**config.mk**
```make
export PLATFORM = sky130hd
export DESIGN_NAME = pll_reset_sequencer
export DESIGN_NICKNAME = d
export VERILOG_FILES = /design/src/rtl/pll_reset_sequencer.sv
export SDC_FILE = /design/constraint.sdc
export NUM_CORES = 1
export LEC_CHECK = 0
export ABC_AREA = 1
export CAP_MARGIN = 25
export CORE_ASPECT_RATIO = 2
export CORE_UTILIZATION = 25
export DETAILED_ROUTE_END_ITERATION = 6
export HOLD_SLACK_MARGIN = 0.06
export PLACE_DENSITY_LB_ADDON = 0.1
export SLEW_MARGIN = 15
export SYNTH_ARGS = -nofsm -noshare
export SYNTH_HDL_FRONTEND = slang
export SYNTH_SLANG_ARGS = --single-unit
```
**constraint.sdc**
```tcl
create_clock -name clk -period 3.93 [get_ports clk]
set_input_delay 0.786 -clock clk [delete_from_list [all_inputs] [get_ports clk]]
set_output_delay 0.786 -clock clk [all_outputs]
set_load 0.03 [all_outputs]
```
**src/rtl/pll_reset_sequencer.sv**
```systemverilog
// Reset and lock supervisor for the PLL and the counter it clocks: debounces the
// reset keys, sequences pll_reset against lock, and gates counter reset on settled lock.
module pll_reset_sequencer #(
    parameter int unsigned DEBOUNCE_CYCLES = 1_000_000,
    parameter int unsigned RST_HOLD_CYCLES = 64,
    parameter int unsigned LOCK_TIMEOUT    = 500_000,
    parameter int unsigned SETTLE_CYCLES   = 1024,
    parameter int unsigned MAX_RETRIES     = 3
) (
    input  logic       clk,
    input  logic       reset_n,
    input  logic [1:0] key_n,
    input  logic       pll_locked,
    output logic       pll_reset,
    output logic       counter_reset_n,
    output logic [2:0] state,
    output logic [7:0] relock_count,
    output logic       timeout_err
);

    localparam int unsigned HOLD_MAX  = (RST_HOLD_CYCLES > LOCK_TIMEOUT) ? RST_HOLD_CYCLES : LOCK_TIMEOUT;
    localparam int unsigned TIMER_MAX = (HOLD_MAX > SETTLE_CYCLES) ? HOLD_MAX : SETTLE_CYCLES;
    localparam int unsigned TIMER_W   = $clog2(TIMER_MAX + 1);
    localparam int unsigned DEB_W     = $clog2(DEBOUNCE_CYCLES + 1);
    localparam int unsigned RETRY_W   = $clog2(MAX_RETRIES + 1);

    localparam logic [TIMER_W-1:0] HOLD_LAST    = TIMER_W'(RST_HOLD_CYCLES - 1);
    localparam logic [TIMER_W-1:0] TIMEOUT_LAST = TIMER_W'(LOCK_TIMEOUT - 1);
    localparam logic [TIMER_W-1:0] SETTLE_LAST  = TIMER_W'(SETTLE_CYCLES - 1);
    localparam logic [DEB_W-1:0]   DEB_LAST     = DEB_W'(DEBOUNCE_CYCLES - 1);
    localparam logic [RETRY_W-1:0] RETRY_LIMIT  = RETRY_W'(MAX_RETRIES);

    typedef enum logic [2:0] {
        S_PLL_RST   = 3'd0,
        S_WAIT_LOCK = 3'd1,
        S_SETTLE    = 3'd2,
        S_RUN       = 3'd3,
        S_FAULT     = 3'd4
    } state_t;

    logic [1:0]         key_meta;
    logic [1:0]         key_sync;
    logic               lock_meta;
    logic               lock_s;

    logic [1:0]         key_p;
    logic [1:0]         key_p_nxt;
    logic [DEB_W-1:0]   deb_cnt [2];
    logic [DEB_W-1:0]   deb_nxt [2];
    logic               key0_p;
    logic               key1_p_nxt;

    state_t             state_q;
    state_t             state_nxt;
    logic [TIMER_W-1:0] timer;
    logic [TIMER_W-1:0] timer_nxt;
    logic [RETRY_W-1:0] retry_cnt;
    logic [RETRY_W-1:0] retry_nxt;
    logic [RETRY_W-1:0] retry_inc;
    logic [7:0]         relock_nxt;

    assign key0_p     = key_p[0];
    assign key1_p_nxt = key_p_nxt[1];
    assign retry_inc  = retry_cnt + RETRY_W'(1);
    assign state      = state_q;

    // Two-flop synchronizers; idle levels are keys released and PLL unlocked.
    always_ff @(posedge clk or negedge reset_n) begin
        if (!reset_n) begin
            key_meta  <= 2'b11;
            key_sync  <= 2'b11;
            lock_meta <= 1'b0;
            lock_s    <= 1'b0;
        end else begin
            key_meta  <= key_n;
            key_sync  <= key_meta;
            lock_meta <= pll_locked;
            lock_s    <= lock_meta;
        end
    end

    // Per-key debounce: accept a new pressed level after it persists DEBOUNCE_CYCLES cycles.
    always_comb begin
        key_p_nxt = key_p;
        for (int i = 0; i < 2; i++) begin
            deb_nxt[i] = '0;
            if (!key_sync[i] != key_p[i]) begin
                if (deb_cnt[i] == DEB_LAST) begin
                    key_p_nxt[i] = !key_sync[i];
                end else begin
                    deb_nxt[i] = deb_cnt[i] + DEB_W'(1);
                end
            end
        end
    end

    always_ff @(posedge clk or negedge reset_n) begin
        if (!reset_n) begin
            key_p   <= 2'b00;
            deb_cnt <= '{default: '0};
        end else begin
            key_p   <= key_p_nxt;
            deb_cnt <= deb_nxt;
        end
    end

    // Next-state logic; key0_p overrides every other event in the same cycle.
    always_comb begin
        state_nxt  = state_q;
        retry_nxt  = retry_cnt;
        relock_nxt = relock_count;

        if (key0_p) begin
            state_nxt = S_PLL_RST;
            if (state_q == S_FAULT) begin
                retry_nxt = '0;
            end
        end else begin
            unique case (state_q)
                S_PLL_RST: begin
                    if (timer >= HOLD_LAST) begin
                        state_nxt = S_WAIT_LOCK;
                    end
                end
                S_WAIT_LOCK: begin
                    if (lock_s) begin
                        state_nxt = S_SETTLE;
                    end else if (timer == TIMEOUT_LAST) begin
                        retry_nxt = retry_inc;
                        state_nxt = (retry_inc == RETRY_LIMIT) ? S_FAULT : S_PLL_RST;
                    end
                end
                S_SETTLE: begin
                    if (!lock_s) begin
                        state_nxt = S_WAIT_LOCK;
                    end else if (timer == SETTLE_LAST) begin
                        state_nxt = S_RUN;
                        retry_nxt = '0;
                    end
                end
                S_RUN: begin
                    if (!lock_s) begin
                        state_nxt = S_PLL_RST;
                        if (relock_count != 8'hFF) begin
                            relock_nxt = relock_count + 8'd1;
                        end
                    end
                end
                S_FAULT: begin
                    state_nxt = S_FAULT;
                end
                default: begin
                    state_nxt = S_PLL_RST;
                end
            endcase
        end

        // Shared timer restarts on every state entry and on each key0 request.
        if (key0_p || (state_nxt != state_q)) begin
            timer_nxt = '0;
        end else if (timer == {TIMER_W{1'b1}}) begin
            timer_nxt = timer;
        end else begin
            timer_nxt = timer + TIMER_W'(1);
        end
    end

    // State and outputs share one register stage, outputs decoded from the next state.
    always_ff @(posedge clk or negedge reset_n) begin
        if (!reset_n) begin
            state_q         <= S_PLL_RST;
            timer           <= '0;
            retry_cnt       <= '0;
            relock_count    <= 8'd0;
            pll_reset       <= 1'b1;
            counter_reset_n <= 1'b0;
            timeout_err     <= 1'b0;
        end else begin
            state_q         <= state_nxt;
            timer           <= timer_nxt;
            retry_cnt       <= retry_nxt;
            relock_count    <= relock_nxt;
            pll_reset       <= (state_nxt == S_PLL_RST) || (state_nxt == S_FAULT);
            counter_reset_n <= (state_nxt == S_RUN) && !key1_p_nxt;
            timeout_err     <= (state_nxt == S_FAULT);
        end
    end

endmodule

```
==> results of run 1 <==
[metrics by stage]
step	total power, mW	worst slack (ps)	std cells	instance area (um^2)	hold WS, ps
finish	1.77	1620	766	5030	356
global route	1.86	1560	766	5030	360
CTS	1.82	1600	766	5030	356
detailed placement	0.933	1770	751	4730	349
global placement	0.933	1820	751	4730	348
floorplan	0.900	2170	528	4310	331
[cell usage after synthesis (all sizes together)]
master,count,share of area (%)
dfstp,5,3.0
nor2,97,9.6
a31oi,1,0.15
clkbuf,2,0.17
mux2i,2,0.46
nand3,44,5.4
o211ai,1,0.17
nor3,24,2.9
xnor2,10,2.0
and3,1,0.15
ha,5,1.5
or2,4,0.58
nand2,95,8.3
dfrtp,78,45
nand3b,1,0.17
buf,2,0.52
nor4,5,0.87
clkinv,1,0.087
a21oi,22,2.6
inv,65,5.7
nand4,17,2.5
xor2,27,5.5
nor3b,2,0.46
o21ai,17,2.0
[placed cells by master (no fill, tap or decap), drive strengths merged]
master         synthesis  layout
nand2                 95      95
clkbuf                 2      10
clkdlybuf4s50          0      17
xor2                  27      27
xnor2                 10      10
a21oi                 22      22
or2                    4       4
nor3                  24      24
nor2                  97      97
and3                   1       1
nand3                 44      44
buf                    2       3
o21ai                 17      17
dfrtp                 78      78
dfstp                  5       5
nor3b                  2       2
o211ai                 1       1
nand3b                 1       1
mux2i                  2       2
inv                   65      66
nor4                   5       5
ha                     5       5
bufinv                 0       1
a31oi                  1       1
nand4                 17      17
clkinv                 1       4
[cell families after synthesis]
group,count (synthesis),share of synthesized area (%)
adder cells (fa/ha/maj),5,1.45
AO/OA/AOI/OAI,41,4.85
multiplexers,2,0.464
buffers and inverters,70,6.44
AND/OR/NAND/NOR,290,30.9
flip-flops,83,48.3
XOR/XNOR,37,7.52
[final timing paths]
kind                                  startpoint                    end  slack, ps
setup / recovery              state[2]$_DFF_PN0_               state[2]       1620
hold / removal             key_meta[0]$_DFF_PN1_  key_sync[0]$_DFF_PN1_        360
setup reg to reg            timer[0]$_DFFE_PN0P_   timer[1]$_DFFE_PN0P_       1790
hold reg to reg            key_meta[0]$_DFF_PN1_  key_sync[0]$_DFF_PN1_        360
max in group asynchronous                reset_n    pll_reset$_DFF_PN1_       2720
min in group asynchronous                reset_n  deb_cnt[39]$_DFF_PN0_        410
[metal layers]
| layer | vias up | part of all wire [%] | wire length [um] |
|---|---|---|---|
| li1 | 1751 | - | - |
| met1 | 1663 | 37 | 4020 |
| met2 | 48 | 56 | 6050 |
| met3 | 30 | 2.7 | 296 |
| met4 | 0 | 4.4 | 473 |
| met5 | - | 0 | 0 |
[where the power goes]
group	switching (mW)	total [mW]	leakage [nW]	internal, mW
registers	0.00603	0.870	1.12	0.864
clock network	0.351	0.861	0.149	0.509
logic	0.0323	0.0439	0.913	0.0117
total	0.389	1.77	2.18	1.39
[flip-flops by register name, indices dropped and copies added, names as in the netlist]
register	cells
deb_cnt	40
timer	19
relock_count	8
state	3
key_meta	2
key_p	2
key_sync	2
retry_cnt	2
counter_reset_n	1
lock_meta	1
lock_s	1
pll_reset	1
timeout_err	1
[final cells by class]
type	count	area, um^2	area share [%]
Inverter	66	248	4.92
Clock buffer	10	239	4.75
Clock inverter	5	61.3	1.22
Multi-Input combinational cell	375	1950	38.7
Sequential cell	83	2080	41.4
Timing Repair Buffer	20	193	3.83
Tap cell	207	259	5.15
==> PnR_summary.wiki, run 1 <==
{| class="wikitable"
! Metric !! Value
|-
| Row count || 67
|-
| Post-route clock period utilization || 58.8%
|-
| Slew of the pin with the lowest slew margin || 510 ps
|-
| Cells along the critical path || clkdlybuf4s50_1
|-
| Wire length of the first global-routing pass || 18.3 mm
|-
| Post-DR vias/cell || 4.56
|-
| Cell count along the critical path || 1
|-
| DIE AREA || 17,800 um^2
|-
| Flip-flop and latch count after synthesis || 83
|-
| Setup-failing EPs final || 0
|-
| Post-CTS setup buffer count || 0
|-
| Starting utilization of the core area || 25.6%
|-
| Number of levels the H-tree was split into || 3
|-
| Worst EP arrival || 1530 ps
|-
| Post-route minimum period || 2310 ps
|-
| Most Crowded Layer GR || met2
|-
| Clk buf depth || 2
|-
| Insertion delay of the later-clocked pin in the worst-skew pair || 340 ps
|-
| Slowest stage cell, crit path || sky130_fd_sc_hd__clkdlybuf4s50_1
|-
| Leakage component of the power || 2.18 nW
|-
| Count of buffers inserted at the top-level ports || 18
|-
| Max-slew violation total from the final report || 0
|-
| Post-synthesis instance total || roughly 530
|-
| Result of the run || completed
|-
| Detailed placement HPWL || 8.38 mm
|-
| Antenna violations before repair || 0
|-
| Antenna diode instance count || 0
|-
| Maximum VDD drop || between 150 and 200 uV
|-
| M3 GR Usage || 2.64%
|-
| Routed len/inst || 14.2 um
|-
| Worst hold path type || reg2reg
|-
| Relative slew slack || 66.0%
|-
| Top achievable clock speed || roughly 0.43 GHz
|-
| DRT antenna net count || 0
|-
| Clock-pin slew on the worst setup and hold paths || 60 ps
|-
| Met2 Resource Use GR || between 20% and 30%
|-
| Areal power density over the cells || 353 nW/um^2
|-
| DRC violation count after routing || 0
|-
| Height of the chip || about 190 um
|-
| Gr ovfl total || 0
|-
| Via count of the first global-routing pass || 3,766
|-
| GPL Wtd Cong || 0.799
|-
| Layout overhead on the synthesized area || 16.7%
|-
| Number of hold violations in the final report || 0
|-
| Total buffers and inverters traversed by the critical path || 1
|-
| R2R depth || 13
|-
| Number of fill cells || 1,791
|-
| Die W || around 95 um
|-
| Final WL || 10.8 mm
|-
| Area of the core || 16,800 um^2
|-
| Final core utilization || between 20 and 30%
|-
| Distinct cells, synth || 32
|-
| Clock Skew || 7.96 ps
|-
| Number of maximum-capacitance constraint violations || 0
|-
| Mean cell area of the mapped netlist || 8.16 um^2
|-
| Worst EP required || approximately 3100 ps
|-
| Number of nets in the layout || 565
|-
| Worst Setup Start Kind || flip-flop
|-
| Number of top-level pins || 19
|-
| Worst path top cell family by delay || buffers and inverters
|-
| Starting DRT DRC Count || 103
|-
| GRT Resource Usage Total || 13.6%
|-
| Type of the setup path with the least slack || reg2out
|-
| Worst setup EP type || primary output
|-
| Syn nets || 538
|-
| Sink count of the clock tree || 83
|-
| Clk Tree Root Cell || sky130_fd_sc_hd__clkbuf_16
|-
| Ratio of cells with drive above 1 in the final layout || about 8.9%
|-
| First-pass iteration count of the detailed router || 4
|-
| Met1 usage || 13.2%
|-
| Total clock buffers created by CTS || 9
|-
| Setup repair after global routing missed its margin || false
|-
| CTS tree || yes
|-
| Worst-path maximum fanout || 5
|-
| Sum of negative setup slack || 0 ps
|-
| Syn Std Cell Area || ~4300 um^2
|-
| Maximum number of pins on one net before global-route repair || 38
|-
| Worst Hold Depth || 0
|-
| Count of warnings emitted by yosys || 0
|-
| Proportion of synthesized chip area in sequential cells || 48.3%
|-
| Number of hold buffers added after cts || 0
|-
| Total vias in the final route || approximately 3,500
|-
| Critical path's largest stage delay || 760 ps
|-
| Cells resized by post-CTS repair || 0
|}
Power figures use the tool's default switching activity.
==> run 2: changes to the inputs <==
==> constraint.sdc (replaced) <==
create_clock -name clk -period 2.09 [get_ports clk]
set_input_delay 0.418 -clock clk [delete_from_list [all_inputs] [get_ports clk]]
set_output_delay 0.418 -clock clk [all_outputs]
set_load 0.03 [all_outputs]
==> run 2 against run 1 <==
  * Global-route usage is 0.063 points higher
  * Sequential share of layout area is 2.3 points lower
  * Clock-buffer cell count stayed put
  * Die area stayed put
  * Register-to-register slack worse by 1600 ps
  * Clock power is 110% higher
  * Wire length is 2.0% higher
  * Critical path depth is 1 higher
  * First-iteration DRC count is 6.8% lower
  * Final area is 5.9% higher
  * Combinational power is 100% higher
  * Clock skew is 2.3 ps higher
  * Critical path type unchanged
  * Critical endpoint unchanged
==> PnR_summary.wiki, run 2 (synthesis results as in run 1) <==
{| class="wikitable"
! Metric !! Value
|-
| Result of the run || completed (unchanged)
|-
| Layout overhead on the synthesized area || 23.7% (was 16.7%)
|-
| Top achievable clock speed || just over 0.5 GHz
|-
| Number of top-level pins || 19 (unchanged)
|-
| Clk buf depth || 2 (unchanged)
|-
| Met1 usage || 13.5% (was 13.2%)
|-
| Area of the core || 16,800 um^2 (unchanged)
|-
| Max reg flops || 40 (unchanged)
|-
| Post-DP Area || 4880 um^2 (was 4730 um^2)
|-
| Number of hold violations in the final report || 0 (unchanged)
|-
| Critical path's largest stage delay || 710 ps (was 760 ps)
|-
| Routed len/inst || 13.9 um (was 14.2 um)
|-
| Sink count of the clock tree || 83 (unchanged)
|-
| Clock Skew || 10.3 ps (was 7.96 ps)
|-
| Max-slew violation total from the final report || 0 (unchanged)
|-
| Final WL || 11.1 mm (was 10.8 mm)
|-
| Setup repair after global routing missed its margin || true (was false)
|-
| Maximum number of pins on one net before global-route repair || 40 (was 38)
|-
| Worst hold path type || reg2reg (unchanged)
|-
| Number of levels the H-tree was split into || 3 (unchanged)
|-
| Antenna diode instance count || 0 (unchanged)
|-
| Slowest stage cell, crit path || sky130_fd_sc_hd__clkdlybuf4s50_1 (unchanged)
|-
| Post-layout total power || 3.51 mW (was 1.77 mW)
|-
| Setup-failing EPs final || 0 (unchanged)
|-
| DRT antenna net count || 0 (unchanged)
|-
| Starting DRT DRC Count || 96 (was 103)
|-
| DRC violation count after routing || 0 (unchanged)
|-
| Multi-input logic area || 1990 um^2 (was 1950 um^2)
|-
| Row count || 67 (unchanged)
|-
| Worst EP required || 1670 ps (was 3140 ps)
|-
| Sum of negative setup slack || 0 ps (unchanged)
|-
| Maximum VDD drop || 401 uV (was 173 uV)
|-
| Number of maximum-capacitance constraint violations || 0 (unchanged)
|-
| GRT Resource Usage Total || 13.6% (about the same)
|-
| Most Crowded Layer GR || met2 (unchanged)
|-
| DIE AREA || 17,800 um^2 (unchanged)
|-
| Ratio of cells with drive above 1 in the final layout || 14.8% (was 8.94%)
|-
| Post-DR vias/cell || 4.52 (was 4.56)
|-
| Largest registers || deb_cnt: 40 flops, timer: 19 flops, relock_count: 8 flops (unchanged)
|-
| Gr ovfl total || 0 (unchanged)
|-
| GPL Wtd Cong || 0.827 (was 0.799)
|-
| Met2 Resource Use GR || 25.6% (was 25.2%)
|-
| Cells along the critical path || buf_4 -> clkdlybuf4s50_1 (was clkdlybuf4s50_1)
|-
| Clock-pin slew on the worst setup and hold paths || 70 ps (was 60 ps)
|-
| Worst Setup Start Kind || flip-flop (unchanged)
|-
| Areal power density over the cells || 659 nW/um^2 (was 353 nW/um^2)
|-
| Leakage component of the power || 2.34 nW (was 2.18 nW)
|-
| FF/Latch Area || 2080 um^2 (about the same)
|-
| Total vias in the final route || 3,588 (was 3,492)
|-
| First-pass iteration count of the detailed router || 4 (unchanged)
|-
| Summed area of non-filler cells in the final layout || 5330 um^2 (was 5030 um^2)
|-
| Slew of the pin with the lowest slew margin || 417 ps (was 510 ps)
|-
| Most frequent cells in the layout || 92 x sky130_fd_sc_hd__nand2_1, 81 x sky130_fd_sc_hd__nor2_1, 77 x sky130_fd_sc_hd__dfrtp_1, 63 x sky130_fd_sc_hd__inv_1, 42 x sky130_fd_sc_hd__nand3_1 (was 94 x sky130_fd_sc_hd__nand2_1, 81 x sky130_fd_sc_hd__nor2_1, 78 x sky130_fd_sc_hd__dfrtp_1, 63 x sky130_fd_sc_hd__inv_1, 43 x sky130_fd_sc_hd__nand3_1)
|-
| Most frequent standard cell in the layout excluding fill and tap cells || sky130_fd_sc_hd__nand2_1 (unchanged)
|-
| Insertion delay of the later-clocked pin in the worst-skew pair || 350 ps (was 340 ps)
|-
| Detailed placement HPWL || 8.56 mm (was 8.38 mm)
|-
| Relative slew slack || 72.0% (was 66.0%)
|-
| Count of buffers inserted at the top-level ports || 18 (unchanged)
|-
| Type of the setup path with the least slack || reg2out (unchanged)
|-
| Wire length of the first global-routing pass || 18.3 mm (about the same)
|-
| Worst setup EP type || primary output (unchanged)
|-
| Clk Tree Root Cell || sky130_fd_sc_hd__clkbuf_16 (unchanged)
|-
| Starting utilization of the core area || 25.6% (unchanged)
|-
| Die W || 94.9 um (unchanged)
|-
| Number of fill cells || 1,802 (was 1,791)
|-
| Post-route minimum period || 1970 ps
|-
| Via count of the first global-routing pass || 3,748 (was 3,766)
|-
| Number of nets in the layout || 591 (was 565)
|-
| Worst EP arrival || 1550 ps (was 1530 ps)
|-
| Post-route clock period utilization || 94.4%
|-
| Height of the chip || 188 um (unchanged)
|-
| Worst-path maximum fanout || 4 (was 5)
|-
| Final core utilization || 31.6% (was 29.9%)
|-
| M3 GR Usage || 2.68% (was 2.64%)
|-
| CTS tree || yes (unchanged)
|-
| Total clock buffers created by CTS || 9 (unchanged)
|-
| Antenna violations before repair || 0 (unchanged)
|-
| Top register by number of flip-flops || deb_cnt (unchanged)
|}
[run 2: cell types whose count changed in the layout (fill, tap and decap cells not counted), moves of 2 or more]
| cell | delta |
|---|---|
| sky130_fd_sc_hd__nand2_1 | -2 |
| sky130_fd_sc_hd__buf_4 | +23 |
| sky130_fd_sc_hd__inv_6 | +2 |
| sky130_fd_sc_hd__a21oi_1 | -2 |
| sky130_fd_sc_hd__buf_12 | +2 |
| sky130_fd_sc_hd__nor3_1 | -2 |
| sky130_fd_sc_hd__clkinv_4 | -2 |
| sky130_fd_sc_hd__nand2_2 | +2 |
| sky130_fd_sc_hd__nor4_1 | -2 |
| sky130_fd_sc_hd__nor4_2 | +2 |
| sky130_fd_sc_hd__a21oi_2 | +2 |
| sky130_fd_sc_hd__nor3_2 | +2 |
[run 2: where the power goes]
group	switching (mW)	leakage, nW	internal (mW)
Sequential	0.0118	1.12	1.62
Combinational	0.0614	1.06	0.0284
Clock	0.695	0.160	1.09
[run 2: path summary, 6_finish.rpt]
kind                       cells after the start                           to             startpoint  slack (ps)
setup / recovery                               2                     state[2]     state[2]$_DFF_PN0_         120
hold / removal                                 0        key_sync[1]$_DFF_PN1_  key_meta[1]$_DFF_PN1_         360
setup reg to reg                               8        timer[17]$_DFFE_PN0P_   timer[1]$_DFFE_PN0P_         170
hold reg to reg                                0        key_sync[1]$_DFF_PN1_  key_meta[1]$_DFF_PN1_         360
max in group asynchronous                      3          pll_reset$_DFF_PN1_                reset_n         910
min in group asynchronous                      2  relock_count[0]$_DFFE_PN0P_                reset_n         510
[run 2: routing by layer]
layer	part of all wire [%]	wire (um)
met1	37	4130
met2	57	6260
met3	2.3	255
met4	3.7	413
met5	0	0
[run 2: timing repair]
item | 4_1_cts | 5_1_grt
endpoints found under the hold margin | 22 | 0
setup buffers | 1 | 6
resized for setup | 0 | 11
hold buffers | 1 | 0
endpoints found under the setup margin | 4 | 23
pin swaps | 0 | 2
[run 2: per-stage QoR]
step	std cells	setup WS [ps]	hold slack [ps]
after global routing	793	-27.4	362
final	793	117	356
after global placement	769	47.7	350
after CTS	787	17.3	358
after floorplan	528	334	122
after detailed placement	769	2.95	348
[run 2: critical path, delay by kind of cell, from the launching register on]
kind / cells / cell delay [ps]
buffers and inverters: 2 / 850
DFF: 1 / 350
[run 2: layout make-up]
| class | instances | area share (%) |
|---|---|---|
| Timing Repair Buffer | 46 | 7.79 |
| Clock buffer | 10 | 4.48 |
| Tap cell | 207 | 4.86 |
| Clock inverter | 6 | 1.76 |
| Sequential cell | 83 | 39.1 |
| Inverter | 66 | 4.65 |
| Multi-Input combinational cell | 375 | 37.4 |
